### src/rtl/blk_b4987e.sv
// Avalon-ST timing adapter: upstream source with ready latency L feeding a ready-latency-0 sink.
// A show-ahead FIFO holds beats already granted by in_ready so a downstream stall never loses one.
module blk_b4987e #(
    parameter int DATA_WIDTH       = 72,
    parameter int IN_READY_LATENCY = 1,
    parameter int DEPTH            = 4
) (
    input  logic                  clk,
    input  logic                  reset_n,
    output logic                  in_ready,
    input  logic                  in_valid,
    input  logic [DATA_WIDTH-1:0] in_data,
    input  logic                  out_ready,
    output logic                  out_valid,
    output logic [DATA_WIDTH-1:0] out_data,
    output logic                  overflow
);

    localparam int L     = IN_READY_LATENCY;
    localparam int PTR_W = $clog2(DEPTH);
    // Wide enough to hold count + pending (at most DEPTH + L < 2*DEPTH).
    localparam int CNT_W = PTR_W + 2;

    logic [DATA_WIDTH-1:0] mem [DEPTH];
    logic [PTR_W-1:0]      wr_ptr;
    logic [PTR_W-1:0]      rd_ptr;
    logic [CNT_W-1:0]      count;
    logic [CNT_W-1:0]      pending;
    logic [L-1:0]          hist;
    logic                  init_done;
    logic                  push;
    logic                  pop;
    logic                  violation;

    always_comb begin
        // NOTE: the accumulator gets a default before the loop, so no latch is inferred.
        pending = '0;
        for (int i = 0; i < L; i++) begin
            pending = pending + CNT_W'(hist[i]);
        end
    end

    // Grants still in flight are reserved; a pop this cycle is deliberately not credited.
    assign in_ready  = init_done && ((count + pending) <= CNT_W'(DEPTH - 1));

    assign push      = in_valid &  hist[L-1];
    assign violation = in_valid & ~hist[L-1];
    assign out_valid = (count != '0);
    assign pop       = out_valid & out_ready;
    assign out_data  = mem[rd_ptr];

    always_ff @(posedge clk or negedge reset_n) begin
        if (!reset_n) begin
            init_done <= 1'b0;
            hist      <= '0;
            overflow  <= 1'b0;
            wr_ptr    <= '0;
            rd_ptr    <= '0;
            count     <= '0;
        end else begin
            // NOTE: non-blocking assignments, so every register samples pre-edge values.
            init_done <= 1'b1;
            hist      <= L'({hist, in_ready});
            if (violation) begin
                overflow <= 1'b1;
            end
            if (push) begin
                wr_ptr <= wr_ptr + PTR_W'(1);
            end
            if (pop) begin
                rd_ptr <= rd_ptr + PTR_W'(1);
            end
            case ({push, pop})
                2'b10:   count <= count + CNT_W'(1);
                2'b01:   count <= count - CNT_W'(1);
                default: count <= count;
            endcase
        end
    end

    // NOTE: storage is reset so out_data reads zero after any reset, including mid-stream.
    always_ff @(posedge clk or negedge reset_n) begin
        if (!reset_n) begin
            for (int i = 0; i < DEPTH; i++) begin
                mem[i] <= '0;
            end
        end else if (push) begin
            mem[wr_ptr] <= in_data;
        end
    end

endmodule

### config.mk
export PLATFORM = sky130hd
export DESIGN_NAME = blk_b4987e
export DESIGN_NICKNAME = d
export VERILOG_FILES = /design/src/rtl/blk_b4987e.sv
export SDC_FILE = /design/constraint.sdc
export NUM_CORES = 1
export LEC_CHECK = 0
export ABC_AREA = 1
export CORE_AREA = 4 4 214 216
export DETAILED_ROUTE_END_ITERATION = 10
export DIE_AREA = 0 0 218 220
export DONT_BUFFER_PORTS = 1
export PLACE_DENSITY = 0.52
export SLEW_MARGIN = 10
export SYNTH_ARGS = -nofsm -noshare
export SYNTH_HDL_FRONTEND = slang
export SYNTH_SLANG_ARGS = --single-unit
### constraint.sdc
create_clock -name clk -period 3.2 [get_ports clk]
set_input_delay 0.48 -clock clk [delete_from_list [all_inputs] [get_ports clk]]
set_output_delay 0.48 -clock clk [all_outputs]
set_load 0.03 [all_outputs]
## Yosys cells after proc, flatten, opt, wreduce, memory -nomap -nowiden

Cells that the tools add are included.

- Logic and storage cells: 38
- Output and inout port bits: 75
- Bits in registers: 299

- Bitwise gates (word level): 6
- Reduce and logical (&&, ||, !) cells: 4
- Order comparisons: 4
- Add/subtract/negate cells: 5
- Multiplexer cells: 7
- Equal/unequal tests: 2

Operator list:

| kind | number |
|---|---|
| 288-bit bitwise mux | 1 |
| 72-bit 2-to-1 mux | 3 |
| 72-bit binary-select mux with 2-bit select | 1 |
| 72-bit demux with 2-bit select | 1 |
| 4-bit case mux with 2 select lines | 1 |
| 3-bit >= comparator, second input constant | 2 |
| 2-bit NOT with 3-bit output | 2 |
| 2-bit by 1-bit adder with 2-bit output, second input constant | 2 |
| 4-bit by 1-bit adder with 4-bit output | 1 |
| 4-bit by 1-bit adder with 4-bit output, second input constant | 1 |
| 4-bit by 2-bit <= comparator with 1-bit output, second input constant | 1 |
| 4-bit nonzero test | 1 |
| 4-bit by 1-bit subtractor with 4-bit output, second input constant | 1 |
| 1-bit bitwise AND | 3 |
| 3-bit by 1-bit less-than comparator with 1-bit output, second input constant | 1 |
| 2-bit by 1-bit == test with 1-bit output, second input constant | 1 |
| 2-bit == test, second input constant | 1 |
| 1-bit logical AND | 2 |
| 2-bit nonzero test | 1 |
| 1-bit NOT | 1 |

## Longest topological paths before layout

Gate-level depths: netlist of the first run.

- Word-level depth: 6
- Mapped depth: 13
- Depth with buffers taken out: 13

## Least setup slack after synthesis of the first run

Ideal clock, no wire load.

- Path type: register -> register
- From: register count[3]
- To: register count[2]
- Stages on the path, launching flop included: 12
- Period minus slack after synthesis: 1,925 ps
- Required time: 3,071 ps
- Path buffers: 0
- Arrival: 1,796 ps
- Path slack: 1,275 ps
- Cells stage by stage: dfrtp_1 -> nor2_1 -> nand2_1 -> nand2_1 -> inv_1 -> ha_1 -> nor2_1 -> nor2_1 -> ha_1 -> a21oi_1 -> xor2_1 -> o21ai_0

- Word-level cells in the longest chain between the ends: 4
- Elaborated cells between the ends (all ways): 6
- Those cells by class: eq/ne: 2; mux: 1; bitwise: 1; reduce/logical: 2

Ends and longest elaborated chain:

| what | RTL line | RTL |
|---|---|---|
| start: declaration | 27 | `logic [CNT_W-1:0] count;` |
| start signal: assignment | 74 | `2'b10: count <= count + CNT_W'(1);` |
| start signal: assignment | 75 | `2'b01: count <= count - CNT_W'(1);` |
| start signal: assignment | 76 | `default: count <= count;` |
| 4-bit nonzero test (*) | 48 | `assign out_valid = (count != '0);` |
| named net out_valid | 14 | `output logic out_valid,` |
| 1-bit bitwise AND (*) | 49 | `assign pop = out_valid & out_ready;` |
| named net pop | 32 | `logic pop;` |
| 2-bit by 1-bit == test with 1-bit output or 2-bit == test (tied branches) | 73 | `case ({push, pop})` |
| 4-bit case mux with 2 select lines or 2-bit nonzero test (tied branches) | n/a |  |

Mark *: on every way through the listed nets, which the timed path passes. The rest lies on a longest branch.
A chain may end at the register's enable or synchronous reset.

## Final worst setup path of the first run

- From: register rd_ptr[0]
- To: output port out_data[42]

- Word-level cells in the longest chain between the ends: 4

Ends and longest elaborated chain:

| what | RTL line | RTL |
|---|---|---|
| start: declaration | 26 | `logic [PTR_W-1:0] rd_ptr;` |
| start signal: assignment | 71 | `rd_ptr <= rd_ptr + PTR_W'(1);` |
| 2-bit NOT with 3-bit output (implied by the code) | 50 | `assign out_data = mem[rd_ptr];` |
| 72-bit binary-select mux with 2-bit select | 50 |  |
| 72-bit 2-to-1 mux (implied by the code) (2 in series) | 50 |  |
| end: declaration | 15 | `output logic [DATA_WIDTH-1:0] out_data,` |

No other way between the ends. The select of a mux whose other input is x is not followed.

==> summary.txt, run 1 <==
Clock network
  – Sink Count: 299
  – Clk root buf: clkbuf_16
  – CTS max path bufs: 3
  – Clock H-tree levels: 2
  – CTS tree: yes
  – Worst-skew pair later-pin latency: 530 ps
  – Number of CTS-inserted buffers: 36
  – Clock transition at the registers of the reported paths: 60 ps
  – Cts repair resizes: 0

Floorplanning
  – I/O pin total: 151
  – Die height: 220 um
  – Full die area: 48000 um2
  – Area of the core: approximately 44000 um2
  – Die W: 218 um
  – Initial Util: 29.7%
  – Cell Rows: 77

Logic synthesis
  – Top cell type's share of synthesized area: 57.3%
  – Net Count, Synth: between 1500 and 2000
  – Synth cell types: 25
  – Synth Cell Area: 13100 um2
  – Top_reg_cell synth: dfrtp_1
  – Largest cells by area after synthesis: dfrtp_1 57%, o21ai_1 8.9%, nand2_1 8.7%
  – Syn Area/Cell: 8.84 um2
  – Area leader, netlist: dfrtp_1
  – Register area share after synthesis: around 57%
  – Post-synth EDFFs: 0
  – Most frequent cell after synthesis: nand2_1
  – Post-synthesis cell count: approximately 1500
  – Commonest cells in the netlist: 304 x nand2_1, 299 x dfrtp_1, 232 x o21ai_1, 195 x o21ai_0, 151 x nor2_1
  – Async SR Flop Fraction: 100%
  – Seq cells post-synth: 299
  – Synth Warn #: 0

Timing
  – Min Tclk post-route: 2780 ps
  – Fin Setup TNS: 0 ps
  – Final hold vios: 299
  – Rel. slew slack: 5.90%
  – Final setup viols: 0
  – RSZ-0062 raised after global routing: no
  – Worst slew pin tran: 1410 ps
  – Fin crit share: between 80% and 90%
  – Final Max Slew Viols: 0
  – Worst hold slack: -349 ps
  – Final setup skew: between 10 and 15 ps
  – Achievable frequency: roughly 360 MHz

Worst setup path
  – Beginning of the critical path: rd_ptr[0]
  – CP Launch Type: register
  – FF-to-FF path depth: 11
  – CP peak stage delay: 500 ps
  – Req. time, crit path: 2720 ps
  – Worst EP arrival: 2300 ps
  – Crit-path cells: inv_4 -> buf_12 -> o21ai_0 -> o22ai_1 -> buf_4
  – Reg2reg start: count[2]
  – CP Capture Type: output port
  – CP Max Fanout: 74
  – RR Endpoint: count[2]
  – Critical path class: reg2out
  – R2R Setup Slk: 1060 ps
  – Critical-path top delay cell: dfrtp_4

Drt
  – Routed vias: between 10000 and 15000
  – WL per Instance: roughly 16 um
  – DRC: 0
  – Total Wirelength: between 30 and 40 mm
  – Antenna-violating nets left: 0
  – DR iter-0 viols: ~760
  – DR pass1 iterations: 5
  – Post-DR vias/cell: 4.74

Power and ir drop
  – Leak Pwr: 7.12 nW
  – Pwr per Cell Area: 1230 nW/um2
  – Worst-case vdd ir drop: a little under 0.7 mV

Layout
  – Number of filler cells placed in the layout: 4655
  – Final #Nets: approximately 1600
  – Util after Layout: 34.3%
  – Layout cells sized above 1: 10.3%
  – P&R area growth vs syn: 15.3%
  – Inserted Diodes: 0

Flow run
  – Number of max-cap violations: 0

GRT
  – Largest net degree at the start of global routing: 300
  – Total grt overflow: 0
  – Vias in the first global route: 9903
  – First-pass GRT wire length: between 50 and 60 mm
  – Initial antenna violation count: 1
  – Gr usage total: 14.0%

Status
  – Failing checks: negative hold slack
  – Status: finished, violations left

Worst hold path
  – Class of the worst hold path: in2async

Placed design
  – Routability cong.: 0.761
  – Port Buffers: 0
  – DP HPWL: 18.5 mm
metrics by stage:
stage | worst slack, ps | area (um2) | power, W | hold slack [ps] | instances
6_report | 423 | 15000 | 0.0185 | -349 | 2112
5_1_grt | 302 | 15000 | 0.0200 | -376 | 2112
4_1_cts | 386 | 15000 | 0.0188 | -393 | 2112
3_5_place_dp | 983 | 13900 | 0.0147 | 190 | 2049
3_3_place_gp | 1020 | 13900 | 0.0146 | 193 | 2049
2_1_floorplan | 1280 | 13100 | 0.0120 | 184 | 1477
logic make-up after synthesis:
logic type               synth area share [%]
other                                  0.0287
AND/OR/NAND/NOR                          13.7
buffers and inverters                    7.44
flip-flops                               57.3
adder cells (fa/ha/maj)                 0.671
AO/OA/AOI/OAI                            20.5
XOR/XNOR                                0.336
report_power, final:
part / switching (W) / total [W] / internal, W
sequential: 0.000908 / 0.00643 / 0.00552
combinational: 0.00521 / 0.00816 / 0.00295
clock: 0.00157 / 0.00394 / 0.00237
total: 0.00769 / 0.0185 / 0.0108
sequential cells by signal (all words and copies together), names as in the netlist:
| register | count |
|---|---|
| count | 4 |
| hist | 1 |
| init_done | 1 |
| mem | 288 |
| overflow | 1 |
| rd_ptr | 2 |
| wr_ptr | 2 |
cells in the final DEF (no fill, tap or decap), types with 10 or more instances in the layout:
| cell | count |
|---|---|
| nor2_1 | 151 |
| clkbuf_1 | 10 |
| inv_1 | 81 |
| o22ai_1 | 72 |
| clkbuf_16 | 37 |
| o21ai_0 | 195 |
| nand2_1 | 304 |
| dfrtp_1 | 297 |
| buf_4 | 77 |
| o21ai_1 | 232 |
repair_timing:
action | in CTS | in global routing
endpoints found under the setup margin | 0 | 0
hold endpoints to repair | 299 | 299
setup buffers | 0 | 0
worst max-delay path, delay by kind of cell, from the launching register on:
kind / cells / cell delay (ps)
flip-flops: 1 / 500
buffers and inverters: 3 / 780
AO/OA/AOI/OAI: 2 / 380
metal layers:
layer | part of all wire (%) | global-route usage, % | routed length, um | up-vias
met5 | 0 | 0 | 0 | -
met4 | 1.8 | 4.42 | 618 | 0
met3 | 4.3 | 2.65 | 1430 | 41
met2 | 45 | 21.8 | 15000 | 185
met1 | 49 | 19.9 | 16600 | 4845
li1 | - | - | - | 4937
final cells by class:
cell class,instances,area (um2),share of cell area (%)
Sequential cell,299,7490,49.8
Timing Repair Buffer,86,758,5.04
Clock inverter,9,81.3,0.540
Clock buffer,54,1060,7.04
Inverter,84,320,2.13
Multi-Input combinational cell,988,4600,30.6
Tap cell,592,741,4.92
worst max path at each step:
stage / end / slack, ps / depth (start not counted)
6_report: out_data[42] / 420 / 5
2_1_floorplan: count[2] / 1280 / 11
3_3_place_gp: out_data[42] / 1020 / 5
5_1_grt: out_data[20] / 300 / 5
3_5_place_dp: out_data[20] / 980 / 5
4_1_cts: out_data[20] / 390 / 5
(Power assumes the default switching activity.)
==> run 2: changes to the inputs <==
- CORE_AREA: 4 4 214 216 -> 2 2 223 203
- DIE_AREA: 0 0 218 220 -> 0 0 225 205
==> summary.txt, run 2 (synthesis gave the netlist of run 1 again) <==
Timing
  – Final Max Slew Viols: 0 (unchanged)
  – RSZ-0062 raised after global routing: no
  – Worst hold slack: -362 ps (-12.9 ps)
  – Achievable frequency: 357 MHz (-0.81%)
  – Worst slew pin tran: 746 ps (-665 ps)
  – Final setup viols: 0 (unchanged)
  – Min Tclk post-route: 2800 ps (+22.6 ps)
  – Fin Setup TNS: 0 ps (unchanged)
  – Final setup skew: 17.5 ps (+2.69 ps)
  – Fin crit share: 87.5% (+0.71 points)
  – Rel. slew slack: 50.2% (+44 points)
  – Final hold vios: 299 (unchanged)

Floorplanning
  – Area of the core: 43800 um2 (-0.41%)
  – I/O pin total: 151 (unchanged)
  – Die W: 225 um (+3.2%)
  – Initial Util: 29.8% (+0.12 points)
  – Full die area: 46100 um2 (-3.8%)
  – Cell Rows: 73 (-5.2%)
  – Die height: 205 um (-6.8%)

Layout
  – Max reg flops: 288 (unchanged)
  – Top Registers: mem (288), count (4)
  – Reg with most FFs: mem
  – Most frequent cells in the layout: 304 x nand2_1, 297 x dfrtp_1, 232 x o21ai_1, 195 x o21ai_0, 151 x nor2_1
  – P&R area growth vs syn: 15.4% (about the same)
  – Layout cells sized above 1: 11.1% (+0.72 points)
  – Most common cell after layout, fill and taps aside: nand2_1
  – Inserted Diodes: 0 (unchanged)
  – Finished Layout Cells: 2091 (-0.99%)
  – Number of filler cells placed in the layout: 4571 (-1.8%)
  – Final #Nets: 1587 (+0.57%)
  – Util after Layout: 34.4% (+0.17 points)

Power and ir drop
  – Net switching power: 0.00771 W (+0.22%)
  – Power share of the clock group: 21.3% (about the same)
  – Pwr per Cell Area: 1230 nW/um2 (+0.20%)
  – Logic pwr share: 43.7% (-0.3 points)
  – Worst-case vdd ir drop: 0.599 mV (-14%)
  – P_int: 0.0109 W (+0.35%)
  – Total power: 0.0186 W (+0.30%)
  – Leak Pwr: 7.15 nW (+0.52%)
  – Sw Share: 41.5% (about the same)
  – Sequential power share: 35.0% (+0.3 points)

Status
  – Status: finished, violations left
  – Failing checks: negative hold slack

Worst setup path
  – CP Capture Type: output port
  – R2R Setup Slk: 850 ps (-210 ps)
  – Critical-path top delay cell: dfrtp_4
  – FF-to-FF path depth: 12 (+1)
  – CP Launch Type: register
  – CP peak stage delay: 720 ps (+220 ps)
  – Bufs and invs on worst path: 2 (-1)
  – Levels on crit path: 4 (-1)
  – CP Max Fanout: 42 (-43%)
  – Critical path class: reg2out
  – CP delay by family, top: flip-flops
  – Crit-path cells: buf_4 -> o21ai_0 -> o22ai_1 -> buf_4
  – Req. time, crit path: 2720 ps (about the same)
  – Worst EP arrival: 2320 ps (+20 ps)
  – Most common cell on crit path: buf_4

Worst hold path
  – Class of the worst hold path: in2async

Drt
  – WL per Instance: 16.3 um (+2.4%)
  – Antenna-violating nets left: 0 (unchanged)
  – DRC: 0 (unchanged)
  – Routed vias: 10000 (+0.19%)
  – DR pass1 iterations: 5 (unchanged)
  – Total Wirelength: 34.0 mm (+1.3%)
  – Post-DR vias/cell: 4.80 (+1.2%)
  – DR iter-0 viols: 789 (+4.4%)

Clock network
  – Clk root buf: clkbuf_16
  – Worst-skew pair later-pin latency: 530 ps (about the same)
  – Number of CTS-inserted buffers: 36 (unchanged)
  – Clock transition at the registers of the reported paths: 60 ps (about the same)
  – Setup Fix Bufs, Post-CTS: 0 (unchanged)
  – Clock H-tree levels: 2 (unchanged)
  – CTS tree: yes
  – CTS max path bufs: 3 (unchanged)
  – Cts repair resizes: 0 (unchanged)
  – Sink Count: 299 (unchanged)

GRT
  – Gr usage total: 15.0% (+0.98 points)
  – Vias in the first global route: 9865 (-0.38%)
  – Initial antenna violation count: 0 (-1)
  – First-pass GRT wire length: 54.9 mm (+0.57%)
  – Busiest grt layer: met2
  – GR met1 Demand/Resource: 20.3% (+0.42 points)
  – Grt met3 use: 3.41% (+0.77 points)
  – Largest net degree at the start of global routing: 300 (unchanged)
  – Met2 Use GR: 23.8% (+1.9 points)
  – Total grt overflow: 0 (unchanged)

Placed design
  – Routability cong.: 0.767 (+0.79%)
  – Port Buffers: 0 (unchanged)
  – Placed insts: 2028 (-1.0%)
  – DP HPWL: 19.8 mm (+7.1%)

Flow run
  – Number of max-cap violations: 0 (unchanged)
==> run 2: cell count changes in the layout (fill, tap and decap cells not counted) <==
cell,before,now
clkbuf_1,10,7
bufinv_16,1,0
buf_4,77,88
inv_6,2,0
clkbuf_8,7,11
buf_12,9,7
clkinvlp_4,0,1
clkinv_2,5,6
==> run 2: power by group through the flow <==
stage          clock [W]  sequential, W  combinational [W]
6_report         0.00395        0.00650            0.00812
5_1_grt          0.00427        0.00674            0.00902
4_1_cts          0.00411        0.00651            0.00824
3_5_place_dp           0        0.00655            0.00823
3_3_place_gp           0        0.00652            0.00813
2_1_floorplan          0        0.00621            0.00582
==> run 2: final timing paths <==
kind,from,end
min in group clk,in_valid,overflow
max in group asynchronous,reset_n,mem[188]
setup reg to reg,count[2],count[2]
hold reg to reg,mem[143],mem[143]
hold / removal,reset_n,mem[12]
setup / recovery,rd_ptr[0],out_data[55]
==> run 2: final cells by class <==
cell class	instances	area [um2]	area share [%]
Sequential cell	299	7490	49.7
Timing Repair Buffer	95	801	5.32
Multi-Input combinational cell	988	4600	30.5
Inverter	84	320	2.13
Clock inverter	8	46.3	0.307
Tap cell	562	703	4.67
Clock buffer	55	1100	7.33
==> run 2: stage by stage <==
stage / area [um2] / worst slack (ps)
2_1_floorplan: 13100 / 1280
3_3_place_gp: 13900 / 898
3_5_place_dp: 13900 / 894
4_1_cts: 15100 / 324
5_1_grt: 15100 / 208
6_report: 15100 / 400
==> run 2: metal layers <==
layer	vias up	part of all wire (%)
met5	-	0
met4	0	2.0
met3	44	5.0
met2	197	46
met1	4833	47
li1	4953	-
==> run 3: changes to the inputs <==
- CORE_AREA: 2 2 223 203 -> 3 3 224 204
- DIE_AREA: 0 0 225 205 -> 0 0 227 207
- clock period: 3.2 -> 2.9 ns (I/O delays scaled with it)
==> summary.txt, run 3 (synthesis gave the netlist of run 1 again) <==
Layout
  – Top Registers: mem (288), count (4)
  – Final #Nets: 1582 (-0.32%)
  – Inserted Diodes: 0 (unchanged)
  – Util after Layout: 34.4% (-0.046 points)
  – Most common cell after layout, fill and taps aside: nand2_1
  – P&R area growth vs syn: 15.2%
  – Number of filler cells placed in the layout: 4498 (-1.6%)
  – Reg with most FFs: mem
  – Most frequent cells in the layout: 304 x nand2_1, 297 x dfrtp_1, 232 x o21ai_1, 195 x o21ai_0, 151 x nor2_1
  – Max reg flops: 288 (unchanged)
  – Layout cells sized above 1: 10.5% (-0.55 points)

Timing
  – Fin crit share: between 80% and 90%
  – Achievable frequency: around 390 MHz
  – Fin Setup TNS: 0 ps (unchanged)
  – Final setup skew: 12.0 ps (-5.48 ps)
  – Min Tclk post-route: 2550 ps
  – Final Max Slew Viols: 0 (unchanged)
  – Worst slew pin tran: 649 ps (-97.8 ps)
  – Rel. slew slack: 56.8% (+6.5 points)
  – Final hold vios: 299 (unchanged)
  – Final setup viols: 0 (unchanged)
  – RSZ-0062 raised after global routing: no
  – Worst hold slack: -388 ps (-26.5 ps)

Status
  – Status: finished, violations left
  – Failing checks: negative hold slack

Floorplanning
  – Die W: 227 um (+0.89%)
  – Die height: 207 um (+0.98%)
  – I/O pin total: 151 (unchanged)
  – Full die area: 47000 um2 (+1.9%)
  – Area of the core: 43800 um2 (unchanged)
  – Initial Util: 29.8% (unchanged)
  – Cell Rows: 73 (unchanged)

GRT
  – Initial antenna violation count: 1 (+1)
  – Largest net degree at the start of global routing: 300 (unchanged)
  – Vias in the first global route: 10200 (+3.0%)
  – First-pass GRT wire length: 55.8 mm (+1.7%)
  – Total grt overflow: 0 (unchanged)
  – Gr usage total: 14.8% (-0.25 points)

Worst setup path
  – CP peak stage delay: 520 ps (-200 ps)
  – Req. time, crit path: 2470 ps (-250 ps)
  – Bufs and invs on worst path: 3 (+1)
  – CP Capture Type: output port
  – CP Max Fanout: 71 (+69%)
  – Worst EP arrival: 2120 ps (-200 ps)
  – Critical-path top delay cell: dfrtp_4
  – CP delay by family, top: buffers and inverters
  – Critical path class: reg2out
  – CP Launch Type: register
  – Crit-path cells: inv_4 -> buf_12 -> o21ai_0 -> o22ai_1 -> buf_4

Clock network
  – Worst-skew pair later-pin latency: 520 ps (about the same)
  – Hold buffer count at CTS: 1
  – CTS max path bufs: 3 (unchanged)
  – Cts repair resizes: 0 (unchanged)
  – Number of CTS-inserted buffers: 35 (-2.8%)
  – Clock transition at the registers of the reported paths: 50 ps (about the same)
  – Sink Count: 299 (unchanged)
  – Clock H-tree levels: 2 (unchanged)
  – Clk root buf: clkbuf_16
  – CTS tree: yes
  – Setup Fix Bufs, Post-CTS: 0 (unchanged)

Drt
  – Post-DR vias/cell: 4.85 (+1.0%)
  – Routed vias: 10100 (+0.76%)
  – DRC: 0 (unchanged)
  – Total Wirelength: 34.0 mm (about the same)
  – WL per Instance: 16.3 um (+0.22%)
  – DR pass1 iterations: 5 (unchanged)
  – Antenna-violating nets left: 0 (unchanged)
  – DR iter-0 viols: 713 (-9.6%)

Power and ir drop
  – Pwr per Cell Area: 1360 nW/um2 (+10%)
  – Worst-case vdd ir drop: 0.913 mV (+52%)
  – Leak Pwr: 7.14 nW (-0.20%)

Worst hold path
  – Class of the worst hold path: in2async

Flow run
  – Number of max-cap violations: 0 (unchanged)

Placed design
  – Routability cong.: 0.783 (+2.1%)
  – Port Buffers: 0 (unchanged)
  – DP HPWL: 19.2 mm (-2.6%)
==> run 3: cell count changes in the layout (fill, tap and decap cells not counted), moves of 2 or more <==
| cell | previous run | this run |
|---|---|---|
| clkinv_2 | 6 | 9 |
| buf_12 | 7 | 10 |
| clkbuf_1 | 7 | 9 |
| bufinv_16 | 0 | 2 |
| clkbuf_8 | 11 | 4 |
| buf_4 | 88 | 80 |
==> run 3: layout make-up <==
class | instances | area (um2) | area share [%]
Inverter | 84 | 320 | 2.13
Clock buffer | 50 | 1010 | 6.75
Timing Repair Buffer | 91 | 811 | 5.39
Sequential cell | 299 | 7490 | 49.8
Clock inverter | 11 | 105 | 0.699
Tap cell | 562 | 703 | 4.68
Multi-Input combinational cell | 988 | 4600 | 30.6
==> run 3: final timing paths <==
kind | from | endpoint | cells after the start | slack, ps
hold / removal | reset_n | mem[157] | 0 | -390
setup reg to reg | count[2] | count[2] | 12 | 730
setup / recovery | rd_ptr[0] | out_data[35] | 5 | 350
max in group asynchronous | reset_n | mem[45] | 0 | 2730
min in group clk | in_data[6] | mem[222] | 2 | 110
hold reg to reg | mem[150] | mem[150] | 2 | 480
==> run 3: per-stage QoR <==
stage               area (um2)  instances  setup WS (ps)  power, W
floorplan                13100       1477            975    0.0133
global placement         13900       2023            771    0.0161
detailed placement       13900       2023            783    0.0163
CTS                      15000       2085            317    0.0207
global route             15000       2085            215    0.0221
finish                   15000       2085            350    0.0205
==> run 3: power breakdown <==
| part | switching, W | internal, W |
|---|---|---|
| Clock | 0.00171 | 0.00261 |
| Combinational | 0.00582 | 0.00328 |
| Sequential | 0.000978 | 0.00609 |
==> run 3: metal layers <==
metal | global-route usage, % | vias to the layer above | part of all wire, %
met5 | 0 | - | 0.038
li1 | - | 4958 | -
met3 | 3.37 | 54 | 5.6
met2 | 22.3 | 214 | 43
met1 | 21.1 | 4875 | 49
met4 | 4.54 | 2 | 2.2
==> run 3: worst reg2reg max path: cells and delay by family, from the launching register on <==
kind | cells | cell delay (ps)
AND/OR/NAND/NOR | 5 | 800
flip-flops | 1 | 440
adder cells (fa/ha/maj) | 2 | 400
AO/OA/AOI/OAI | 2 | 180
XOR/XNOR | 1 | 160
buffers and inverters | 2 | 130
